**config.mk**
```make
export PLATFORM = sky130hd
export DESIGN_NAME = bin_bcd_conv_seq
export DESIGN_NICKNAME = d
export VERILOG_FILES = /design/src/rtl/bin_bcd_pkg.sv /design/src/rtl/bcd_digit_adj.sv /design/src/rtl/bin_bcd_conv_seq.sv
export SDC_FILE = /design/constraint.sdc
export NUM_CORES = 1
export LEC_CHECK = 0
export CORE_MARGIN = 2
export CORE_UTILIZATION = 57
export CTS_CLUSTER_DIAMETER = 60
export DETAILED_ROUTE_END_ITERATION = 8
export GPL_ROUTABILITY_DRIVEN = 0
export PLACE_DENSITY_LB_ADDON = 0.05
export SYNTH_ARGS = -nofsm -noshare
export SYNTH_HDL_FRONTEND = slang
export SYNTH_SLANG_ARGS = --single-unit
export TNS_END_PERCENT = 20
```
**constraint.sdc**
```tcl
create_clock -name clk -period 3.9 [get_ports clk]
set_input_delay 0.78 -clock clk [delete_from_list [all_inputs] [get_ports clk]]
set_output_delay 0.78 -clock clk [all_outputs]
set_load 0.01 [all_outputs]
```
**src/rtl/bin_bcd_pkg.sv**
```systemverilog
// Shared types, constants and sizing helpers for the sequential binary/BCD converter.
package bin_bcd_pkg;

  typedef enum logic [1:0] {
    IDLE  = 2'd0,
    SHIFT = 2'd1,
    DONE  = 2'd2
  } state_e;

  localparam logic MODE_B2D = 1'b0;
  localparam logic MODE_D2B = 1'b1;

  localparam int unsigned BCD_W = 4;

  function automatic int unsigned max_u(input int unsigned a, input int unsigned b);
    return (a > b) ? a : b;
  endfunction

  // Counter must hold the larger of the two iteration counts.
  function automatic int unsigned cnt_width(input int unsigned bin_w, input int unsigned num_digits);
    return $clog2(max_u(bin_w, BCD_W * num_digits) + 1);
  endfunction

endpackage

```
**src/rtl/bcd_digit_adj.sv**
```systemverilog
// Single BCD digit correction cell: +3 when >=5 (dir 0), -3 when >=8 (dir 1).
module bcd_digit_adj (
  input  logic       dir,
  input  logic [3:0] din,
  output logic [3:0] dout
);

  // Conditional digit correction for double dabble / reverse double dabble
  always_comb begin
    dout = din;
    if (!dir && (din >= 4'd5)) begin
      dout = din + 4'd3;
    end else if (dir && (din >= 4'd8)) begin
      dout = din - 4'd3;
    end
  end

endmodule

```
**src/rtl/bin_bcd_conv_seq.sv**
```systemverilog
// Sequential bidirectional binary<->BCD converter with valid/ready handshakes,
// overflow / invalid-digit detection and saturating results.
module bin_bcd_conv_seq
  import bin_bcd_pkg::*;
#(
  parameter int unsigned BIN_W      = 10,
  parameter int unsigned NUM_DIGITS = 4
) (
  input  logic                                clk,
  input  logic                                rst,
  input  logic                                in_valid,
  output logic                                in_ready,
  input  logic                                in_mode,
  input  logic [BIN_W-1:0]                    in_bin,
  input  logic [NUM_DIGITS-1:0][BCD_W-1:0]    in_bcd,
  output logic                                out_valid,
  input  logic                                out_ready,
  output logic                                out_mode,
  output logic [BIN_W-1:0]                    out_bin,
  output logic [NUM_DIGITS-1:0][BCD_W-1:0]    out_bcd,
  output logic                                out_err,
  output logic                                busy
);

  localparam int unsigned DW    = BCD_W * NUM_DIGITS;
  localparam int unsigned WB    = max_u(BIN_W, DW);
  localparam int unsigned CNT_W = cnt_width(BIN_W, NUM_DIGITS);
  localparam logic [CNT_W-1:0] LAST_B2D = CNT_W'(BIN_W - 1);
  localparam logic [CNT_W-1:0] LAST_D2B = CNT_W'(DW - 1);

  state_e             state_q, state_d;
  logic               mode_q, mode_d;
  logic               err_q, err_d;
  logic [CNT_W-1:0]   cnt_q, cnt_d;
  logic [DW-1:0]      bcd_q, bcd_d;
  logic [WB-1:0]      bin_q, bin_d;
  logic               out_valid_q, out_valid_d;
  logic               out_mode_q, out_mode_d;
  logic               out_err_q, out_err_d;
  logic [BIN_W-1:0]   out_bin_q, out_bin_d;
  logic [DW-1:0]      out_bcd_q, out_bcd_d;

  logic               src_mode, src_err;
  logic [DW-1:0]      src_bcd;
  logic [WB-1:0]      src_bin;
  logic [CNT_W-1:0]   src_idx;

  logic [NUM_DIGITS-1:0][BCD_W-1:0] adj_in, adj_out;
  logic [DW-1:0]      adj_flat;

  logic [DW-1:0]      it_bcd;
  logic [WB-1:0]      it_bin;
  logic               it_err, it_last;
  logic [WB-1:0]      d2b_ext;

  logic               res_err;
  logic [BIN_W-1:0]   res_bin;
  logic [DW-1:0]      res_bcd;
  logic [DW-1:0]      nines;
  logic               digit_bad;

  assign in_ready  = (state_q == IDLE);
  assign busy      = (state_q != IDLE);
  assign out_valid = out_valid_q;
  assign out_mode  = out_mode_q;
  assign out_err   = out_err_q;
  assign out_bin   = out_bin_q;
  assign out_bcd   = out_bcd_q;

  // The accept edge performs the first iteration straight from the inputs,
  // so the datapath source is the ports in IDLE and the working regs otherwise.
  always_comb begin
    src_mode = mode_q;
    src_err  = err_q;
    src_bcd  = bcd_q;
    src_bin  = bin_q;
    src_idx  = cnt_q + CNT_W'(1);
    if (state_q == IDLE) begin
      src_mode = in_mode;
      src_err  = 1'b0;
      src_idx  = '0;
      src_bin  = '0;
      src_bcd  = '0;
      if (in_mode == MODE_D2B) begin
        src_bcd = in_bcd;
      end else begin
        src_bin[WB-1 -: BIN_W] = in_bin;
      end
    end
  end

  // Digit cells see the raw digits (bin->BCD) or the right-shifted digits (BCD->bin)
  always_comb begin
    adj_in = (src_mode == MODE_D2B) ? {1'b0, src_bcd[DW-1:1]} : src_bcd;
  end

  for (genvar g = 0; g < NUM_DIGITS; g++) begin : g_adj
    bcd_digit_adj u_adj (
      .dir  (src_mode),
      .din  (adj_in[g]),
      .dout (adj_out[g])
    );
  end

  assign adj_flat = adj_out;

  // One shift/adjust iteration of the working register
  always_comb begin
    it_bcd  = '0;
    it_bin  = '0;
    it_err  = src_err;
    it_last = 1'b0;
    if (src_mode == MODE_B2D) begin
      it_bcd  = {adj_flat[DW-2:0], src_bin[WB-1]};
      it_bin  = {src_bin[WB-2:0], 1'b0};
      it_err  = src_err | adj_flat[DW-1];
      it_last = (src_idx == LAST_B2D);
    end else begin
      it_bcd  = adj_flat;
      it_bin  = {src_bcd[0], src_bin[WB-1:1]};
      it_last = (src_idx == LAST_D2B);
    end
    d2b_ext = WB'(it_bin[WB-1 -: DW]);
  end

  // Final result with saturation; the other mode's result port reads zero
  always_comb begin
    nines = '0;
    for (int unsigned i = 0; i < NUM_DIGITS; i++) begin
      nines[i*BCD_W +: BCD_W] = 4'd9;
    end
    res_err = 1'b0;
    res_bin = '0;
    res_bcd = '0;
    if (src_mode == MODE_B2D) begin
      res_err = it_err;
      res_bcd = it_err ? nines : it_bcd;
    end else begin
      res_err = |(d2b_ext >> BIN_W);
      res_bin = res_err ? '1 : d2b_ext[BIN_W-1:0];
    end
  end

  // Any BCD input digit above 9
  always_comb begin
    digit_bad = 1'b0;
    for (int unsigned i = 0; i < NUM_DIGITS; i++) begin
      if (in_bcd[i] > 4'd9) begin
        digit_bad = 1'b1;
      end
    end
  end

  // Next-state, working register and output register updates
  always_comb begin
    state_d     = state_q;
    mode_d      = mode_q;
    err_d       = err_q;
    cnt_d       = cnt_q;
    bcd_d       = bcd_q;
    bin_d       = bin_q;
    out_valid_d = out_valid_q;
    out_mode_d  = out_mode_q;
    out_err_d   = out_err_q;
    out_bin_d   = out_bin_q;
    out_bcd_d   = out_bcd_q;
    case (state_q)
      IDLE: begin
        if (in_valid) begin
          mode_d = in_mode;
          cnt_d  = '0;
          if ((in_mode == MODE_D2B) && digit_bad) begin
            bcd_d       = in_bcd;
            bin_d       = '0;
            err_d       = 1'b1;
            state_d     = DONE;
            out_valid_d = 1'b1;
            out_mode_d  = MODE_D2B;
            out_err_d   = 1'b1;
            out_bin_d   = '1;
            out_bcd_d   = '0;
          end else begin
            bcd_d = it_bcd;
            bin_d = it_bin;
            err_d = it_err;
            if (it_last) begin
              state_d     = DONE;
              err_d       = res_err;
              out_valid_d = 1'b1;
              out_mode_d  = src_mode;
              out_err_d   = res_err;
              out_bin_d   = res_bin;
              out_bcd_d   = res_bcd;
            end else begin
              state_d = SHIFT;
            end
          end
        end
      end
      SHIFT: begin
        bcd_d = it_bcd;
        bin_d = it_bin;
        err_d = it_err;
        cnt_d = cnt_q + CNT_W'(1);
        if (it_last) begin
          state_d     = DONE;
          err_d       = res_err;
          out_valid_d = 1'b1;
          out_mode_d  = src_mode;
          out_err_d   = res_err;
          out_bin_d   = res_bin;
          out_bcd_d   = res_bcd;
        end
      end
      DONE: begin
        if (out_ready) begin
          out_valid_d = 1'b0;
          state_d     = IDLE;
        end
      end
      default: state_d = IDLE;
    endcase
  end

  // State, working and output registers with asynchronous active-low reset
  always_ff @(posedge clk or negedge rst) begin
    if (!rst) begin
      state_q     <= IDLE;
      mode_q      <= 1'b0;
      err_q       <= 1'b0;
      cnt_q       <= '0;
      bcd_q       <= '0;
      bin_q       <= '0;
      out_valid_q <= 1'b0;
      out_mode_q  <= 1'b0;
      out_err_q   <= 1'b0;
      out_bin_q   <= '0;
      out_bcd_q   <= '0;
    end else begin
      state_q     <= state_d;
      mode_q      <= mode_d;
      err_q       <= err_d;
      cnt_q       <= cnt_d;
      bcd_q       <= bcd_d;
      bin_q       <= bin_d;
      out_valid_q <= out_valid_d;
      out_mode_q  <= out_mode_d;
      out_err_q   <= out_err_d;
      out_bin_q   <= out_bin_d;
      out_bcd_q   <= out_bcd_d;
    end
  end

endmodule

```
==> summary by stage, run 1 <==
Outcome
The run finished with clean final reports.

Global routing
The via count of the first global-routing pass is between 4,000 and 5,000. The overall track demand over capacity in global routing is 0.3225. The number of antenna violations at the first check in global routing was 0. Entering global routing, the biggest net connects 36 pins. The first global-routing pass estimated 25.58 mm of wire. The residual overflow from global routing is 0.

STA
The final max-slew violation count is 0. Dividing the final minimum period by the clock period gives 0.8991. Derived from the worst setup path, the maximum achievable clock frequency is ~290 MHz.

The final clock skew is 0.01292 ns. Headroom to the max-slew limit came out at 0.4383. The worst-margin pin slew is 0.8426 ns. Setup repair after global routing left no endpoint under its margin. The final hold violation count is 0. The setup-violating endpoint count in the final report is 0.

The shortest period the worst path allows is 3.507 ns. Setup total negative slack on the finished layout was measured at 0 ns.

Power and ir drop
The share of total power dissipated in the clock network is 0.104. The register share of total power is 0.195. VDD sags by at most a little under 400 uV. The cell leakage power is approximately 2.5 nW. The combinational cell fraction of total power is 0.701.

For this design the total switching power over the nets is between 2 and 3 mW. The internal portion of total power is about 2.6 mW. The power density of the placed cells is slightly below 900 nW/um^2.

The switching share of power is 0.5154. After layout, the design draws a total of approximately 5.4 mW.

Detailed routing
Dividing the detail-routed wire length by the instance count gives between 15 and 20 um. The residual antenna-violating net count after detailed routing is 0. The routed length on met3 is around 1.3 mm. The via count is roughly 5,200.

Summed over all layers, the routed wires come to about 16 mm. The final routed DRC violation total is 0. The first detailed-routing pass took 5 iterations. Wire segments on met2 add up to 7.221 mm in the final route.

The topmost layer with routed signal wires is met4. For this block, wires on met1 add up to roughly 6.6 mm. For this block, the initial DRC count from the detailed router was roughly 530. The detailed-route vias per instance is 6.591.

Floorplan
The core region area is 9109 sq um. In this run the count of I/O pins placed on the die edge is 62. The height of the die is between 100 and 150 um. The initial cell density of the core is 0.5797. The row count is 35. The die is around 100 um wide. The die covers 10,050 sq um.

CTS
Clock-pin slew was measured on the worst setup and hold paths at ~0.090 ns. The total of cells resized after clock tree synthesis is 0. Buffers added to address setup during post-CTS repair amount to 0. The later pin in the worst-skew pair is clocked with a latency of between 0.3 and 0.4 ns. The clock passes through at most 2 buffers. The CTS sink count is 70.

The CTS tree is yes. The number of H-tree branching levels is 3. The post-cts hold buffer count is 0. In this run, CTS created clock tree buffers numbering 9. The buffer cell driving the clock tree root is clkbuf_8.

Final layout
After filler insertion, the fill cell instance count of the layout stands at between 700 and 800. 0 antenna diodes ended up in the layout. In the final layout, the share of cells above drive strength 1 is 0.1167. The post-route cell area is around 6000 sq um. The signed area change from the synthesized netlist to the final layout is 16.99%. At the end of the flow, the number of nets in the layout was 721.

Yosys
Synthesis inferred 70 register bits. The number of warning messages in the yosys log is 0. After synthesis, the netlist uses between 80 and 90 different library cells. For this run, the register share of the synthesized area comes to 0.3318. The most used flip-flop cell after synthesis is dfrtp_1. After synthesis, the cell types taking the most area are dfrtp_1, nand2_1, ha_1, o21ai_0, a21oi_1. The share of synthesized registers carrying an async set or reset is 1.000. The top cell type's share of synthesized area is 0.3318.

After synthesis the cells add up to 5280 sq um. Counting flops with a built-in enable in the synthesized netlist gives 0. The synthesized design spends more area on one cell type than any other, namely dfrtp_1. The mean instance size in the synthesized netlist is between 8 and 9 sq um. The number of instances in the synthesized netlist is 615. The number of nets produced by synthesis is between 600 and 700.

Critical path
The worst setup path is launched from a register. The element type at the critical path end is a register. At the worst endpoint, the arrival time is 3.74 ns. The highest fanout seen on the critical path is 17. The critical path is of the reg -> reg type. Data on the critical path is required at its endpoint by roughly 4.1 ns.

Placed design
The count of buffers added on input and output ports is a little over 60. The cell area after placement is between 5000 and 6000 sq um. The wire-length estimate of the detail-placed layout is about 11 mm.

Worst hold path
The class of the tightest hold or removal check is reg -> reg.

Flow run
The number of maximum-capacitance violations is 0.
-- cell usage after synthesis, types with 9 or more instances --
master and number:
nand2b_1 14, inv_1 19, o22ai_1 10, a21oi_1 40
nand2_1 72, clkbuf_1 9, mux2i_1 13, buf_2 19
o22a_1 11, nand3_1 21, nor3_1 11, and3_1 10
a22o_1 12, nor2_1 34, a32o_1 9, o21ai_0 45
a31oi_1 9, dfrtp_1 70, ha_1 18
-- metal layers --
| metal | global-route usage | up-vias |
|---|---|---|
| met4 | 0.1254 | 0 |
| met3 | 0.05501 | 55 |
| li1 | - | 2389 |
| met5 | 0 | - |
| met2 | 0.5183 | 306 |
| met1 | 0.4356 | 2444 |
-- through the flow --
stage | setup WS, ns | hold WS, ns | util | cells
finish | 0.3935 | 0.4948 | 0.6782 | 788
CTS | 0.4490 | 0.4977 | 0.6782 | 788
floorplan | 0.5900 | 0.4508 | - | 615
global placement | 0.4041 | 0.4660 | 0.6580 | 772
global route | 0.1630 | 0.5171 | 0.6782 | 788
detailed placement | 0.2539 | 0.4778 | 0.6580 | 772
-- registers in the layout, indices dropped and copies added, names as in the netlist --
signal / cells
out_err: 1
bcd_q: 16
out_mode: 1
out_valid: 1
bin_q: 16
cnt_q: 5
state_q: 2
mode_q: 1
out_bin: 10
out_bcd: 16
err_q: 1
-- path summary, 6_finish.rpt --
path / start / endpoint / slack, ns / cells after the start
worst max-delay path: state_q[1] / out_bcd[7] / 0.39 / 13
worst min-delay path: out_bcd[13] / out_bcd[13] / 0.49 / 1
worst max register to register: state_q[1] / out_bcd[7] / 0.39 / 13
worst min register to register: out_bcd[13] / out_bcd[13] / 0.49 / 1
max in group asynchronous: rst / out_bcd[11] / 2.55 / 2
min in group asynchronous: rst / bcd_q[6] / 0.52 / 1
-- area by class of cell --
cell class | count | area [sq um] | area share
Inverter | 20 | 75.07 | 0.01215
Clock inverter | 6 | 46.29 | 0.007494
Timing Repair Buffer | 92 | 838.3 | 0.1357
Tap cell | 111 | 138.9 | 0.02248
Sequential cell | 70 | 1752 | 0.2836
Multi-Input combinational cell | 479 | 3189 | 0.5163
Clock buffer | 10 | 137.6 | 0.02228
-- power by group through the flow --
stage	Combinational, mW	Sequential [mW]	Clock, mW
after floorplan	2.79	1.01	0
after global placement	3.56	1.04	0
after detailed placement	3.64	1.05	0
after CTS	3.67	1.04	0.572
after global routing	4.11	1.06	0.600
final	3.76	1.04	0.559
-- cell families after synthesis --
family,Yosys count,share of synthesized area
flops,70,0.3318
fa+ha+maj,18,0.04265
simple gates,219,0.2187
mux,15,0.02938
buf+inv,66,0.06659
compound gates,216,0.2927
xor+xnor,11,0.01825
-- placed cells by master (no fill, tap or decap), types with 11 or more instances in the layout --
| cell | n |
|---|---|
| inv_1 | 19 |
| nor3_1 | 11 |
| a21oi_1 | 40 |
| nor2_1 | 34 |
| buf_4 | 31 |
| mux2i_1 | 13 |
| o21ai_0 | 45 |
| o22a_1 | 11 |
| nand3_1 | 21 |
| ha_1 | 18 |
| a22o_1 | 12 |
| nand2_1 | 72 |
| clkdlybuf4s50_1 | 60 |
| dfrtp_1 | 70 |
| nand2b_1 | 14 |
-- worst max-delay path, cell delays in order (launching register included) --
cell and delay [ns]:
dfrtp_1 0.41, inv_1 0.13, ha_1 0.51, buf_4 0.31, inv_2 0.16, a22o_1 0.29, nor2_1 0.13, nor2_1 0.10
ha_1 0.19, nand2b_1 0.19, a41oi_2 0.26, nand2_1 0.17, a21o_1 0.29, o221a_1 0.24
(Power assumes the default switching activity.)
==> run 2: changes to the inputs <==
--- a/config.mk
+++ b/config.mk
@@ -5,9 +5,12 @@
 export SDC_FILE = /design/constraint.sdc
 export NUM_CORES = 1
 export LEC_CHECK = 0
+export CELL_PAD_IN_SITES_DETAIL_PLACEMENT = 2
+export CELL_PAD_IN_SITES_GLOBAL_PLACEMENT = 2
 export CORE_MARGIN = 2
-export CORE_UTILIZATION = 57
+export CORE_UTILIZATION = 35
 export CTS_CLUSTER_DIAMETER = 60
+export CTS_CLUSTER_SIZE = 12
 export DETAILED_ROUTE_END_ITERATION = 8
 export GPL_ROUTABILITY_DRIVEN = 0
 export PLACE_DENSITY_LB_ADDON = 0.05
==> summary by stage, run 2 (synthesis results as in run 1) <==
Outcome
The flow ran to the end, and the final reports show no timing, DRC or antenna violations.

STA
The setup TNS after final layout is 0 ns (unchanged). The final hold violation count is 0 (unchanged). The headroom to the max-slew limit is 0.3133 (-0.1249). The final clock skew is 0.006688 ns (-0.006231 ns). The shortest period the worst path allows came to 3.556 ns (+0.04964 ns). The worst-margin pin slew came to 1.030 ns (+0.1873 ns). Setup repair after global routing left no endpoint under its margin. The final critical-path share of the clock period is 0.9118 (+0.01273). The setup-violating endpoint count in the final report is 0 (unchanged). The achievable frequency is 281.2 MHz (-1.4%). The final max-slew violation count is 0 (unchanged).

CTS
The CTS sink count is 70 (unchanged). The post-cts hold buffer count is 0 (unchanged). The buffer cell driving the clock tree root is clkbuf_16.

The TritonCTS buffer count is 9 (unchanged). The maximum number of buffers from clock root to sink came to 2 (unchanged). The later-pin clock latency in the skew report is 0.35 ns (about the same). The total of cells resized after clock tree synthesis is 0 (unchanged). The number of H-tree branching levels came to 3 (unchanged). The clock-pin slew of the registers on the worst-case setup and hold paths is 0.06 ns (-0.03 ns). The number of setup buffers added after CTS is 0 (unchanged). TritonCTS built the clock tree.

Detailed routing
The total routed wirelength is 20.04 mm (+28%). The iteration count of the initial detailed-routing pass came to 5 (unchanged). The final routed DRC violation total is 0 (unchanged).

The DRC marker count from the first detailed-route iteration was 292 (-44%). The residual antenna-violating net count after detailed routing is 0 (unchanged). The per-cell routed wire length was 23.19 um (+16%). The via count is 5,166 (-0.54%). The detailed-route vias per instance came to 5.979 (-9.3%).

Power and ir drop
The peak supply drop is 280.1 uV (-29%). The cell leakage power is 2.594 nW (+2.5%). The power density of the placed cells is 908.8 nW/um^2 (+4.7%).

Global routing
The overall track demand over capacity in global routing is 0.2565 (-0.06598). The residual overflow from global routing came to 0 (unchanged). The number of antenna violations at the first check in global routing came to 0 (unchanged). The largest net degree at the start of global routing was 71 (+97%).

The wire length of the first global-routing pass is 32.11 mm (+26%). The via count of the first global-routing pass was 5,703 (+14%).

Floorplan
The height of the die is 126.8 um (+27%). The count of pins on the block boundary is 62 (unchanged). The row count is 44 (+26%). The core region area is 14,640 sq um (+61%). The full die area is 16,080 sq um (+60%). The initial cell density of the core is 0.3606 (-0.2191). The die extent in x is 126.8 um (+27%).

Final layout
The number of nets in the finished design is 724 (+0.42%). The final cell utilization of the core was 0.4369 (-0.2412). The signed area change from the synthesized netlist to the final layout is 21.18%. In the layout the commonest cells are nand2_1, dfrtp_1, clkdlybuf4s50_1, o21ai_0, a21oi_1. The number of antenna cells inserted came to 0 (unchanged). Leaving out fill and tap cells, the most frequent cell in the layout is nand2_1. The fraction of final layout cells with drive strength greater than 1 is 0.1206 (+0.003897).

Critical path
STA classifies the critical path endpoint as a register. The required arrival time at the worst endpoint is 4.16 ns (+0.03 ns). The highest fanout seen on the critical path is 9 (-8). The critical path arrival came to 3.81 ns (+0.07 ns). The critical path class is reg -> reg.

The critical path startpoint category is a register.

Flow run
The number of maximum-capacitance violations came to 0 (unchanged).

Worst hold path
The class of the tightest hold or removal check is reg -> reg.

Placed design
The total half-perimeter wirelength after legalization and detailed placement came to 14.70 mm (+31%). The number of buffers inserted by port buffering is 61 (unchanged).
-- run 2: changes by cell type in the layout (fill, tap and decap cells not counted), sizes merged --
cell | before | now
buf | 32 | 35
clkinvlp | 2 | 3
inv | 21 | 20
-- run 2: final cells by class --
type	instances	area [sq um]
Timing Repair Buffer	95	875.8
Clock inverter	6	37.54
Inverter	20	75.07
Multi-Input combinational cell	479	3189
Clock buffer	10	239.0
Fill cell	1646	8245
Sequential cell	70	1752
Tap cell	184	230.2
-- run 2: path summary, 6_finish.rpt --
path | from | depth (start not counted) | end | slack (ns)
worst min-delay path | out_bcd[2] | 2 | out_bcd[2] | 0.48
worst max register to register | state_q[1] | 15 | out_bcd[10] | 0.34
min in group asynchronous | rst | 1 | out_bcd[5] | 0.58
worst max-delay path | state_q[1] | 15 | out_bcd[10] | 0.34
max in group asynchronous | rst | 1 | bin_q[7] | 2.70
worst min register to register | out_bcd[2] | 2 | out_bcd[2] | 0.48
-- run 2: per-stage QoR --
stage                     area (sq um)  hold WS (ns)  total power, mW  cells  setup WS (ns)
after detailed placement          6122        0.4729            4.994    848        0.05683
after global placement            6122        0.4517            4.832    848         0.1757
after CTS                         6399        0.4870            5.845    864         0.3347
after global routing              6399        0.5187            6.276    864        0.03254
after floorplan                   5280        0.4508            3.804    615         0.5900
final                             6399        0.4777            5.815    864         0.3439
-- run 2: worst max-delay path, stage by stage, from the launching register on --
cell,delay [ns]
dfrtp_1,0.40
inv_1,0.13
ha_1,0.45
and2_1,0.41
buf_4,0.21
a22o_1,0.17
nand2b_1,0.14
o21a_1,0.19
inv_1,0.06
ha_1,0.20
inv_1,0.09
a2bb2oi_1,0.22
or2_1,0.18
mux2i_1,0.27
a21oi_1,0.15
o31ai_2,0.19
-- run 2: power breakdown --
group          total, mW  switching, mW  internal, mW
registers           1.05          0.140         0.907
logic               3.97           2.49          1.48
clock network      0.797          0.353         0.445
total               5.82           2.99          2.83
-- run 2: per-layer routing --
metal,up-vias,track usage,part of all wire
met3,32,0.04513,0.029
met1,2653,0.3215,0.44
met4,0,0.07175,0.024
li1,2376,-,-
met2,105,0.4535,0.51
met5,-,0,0
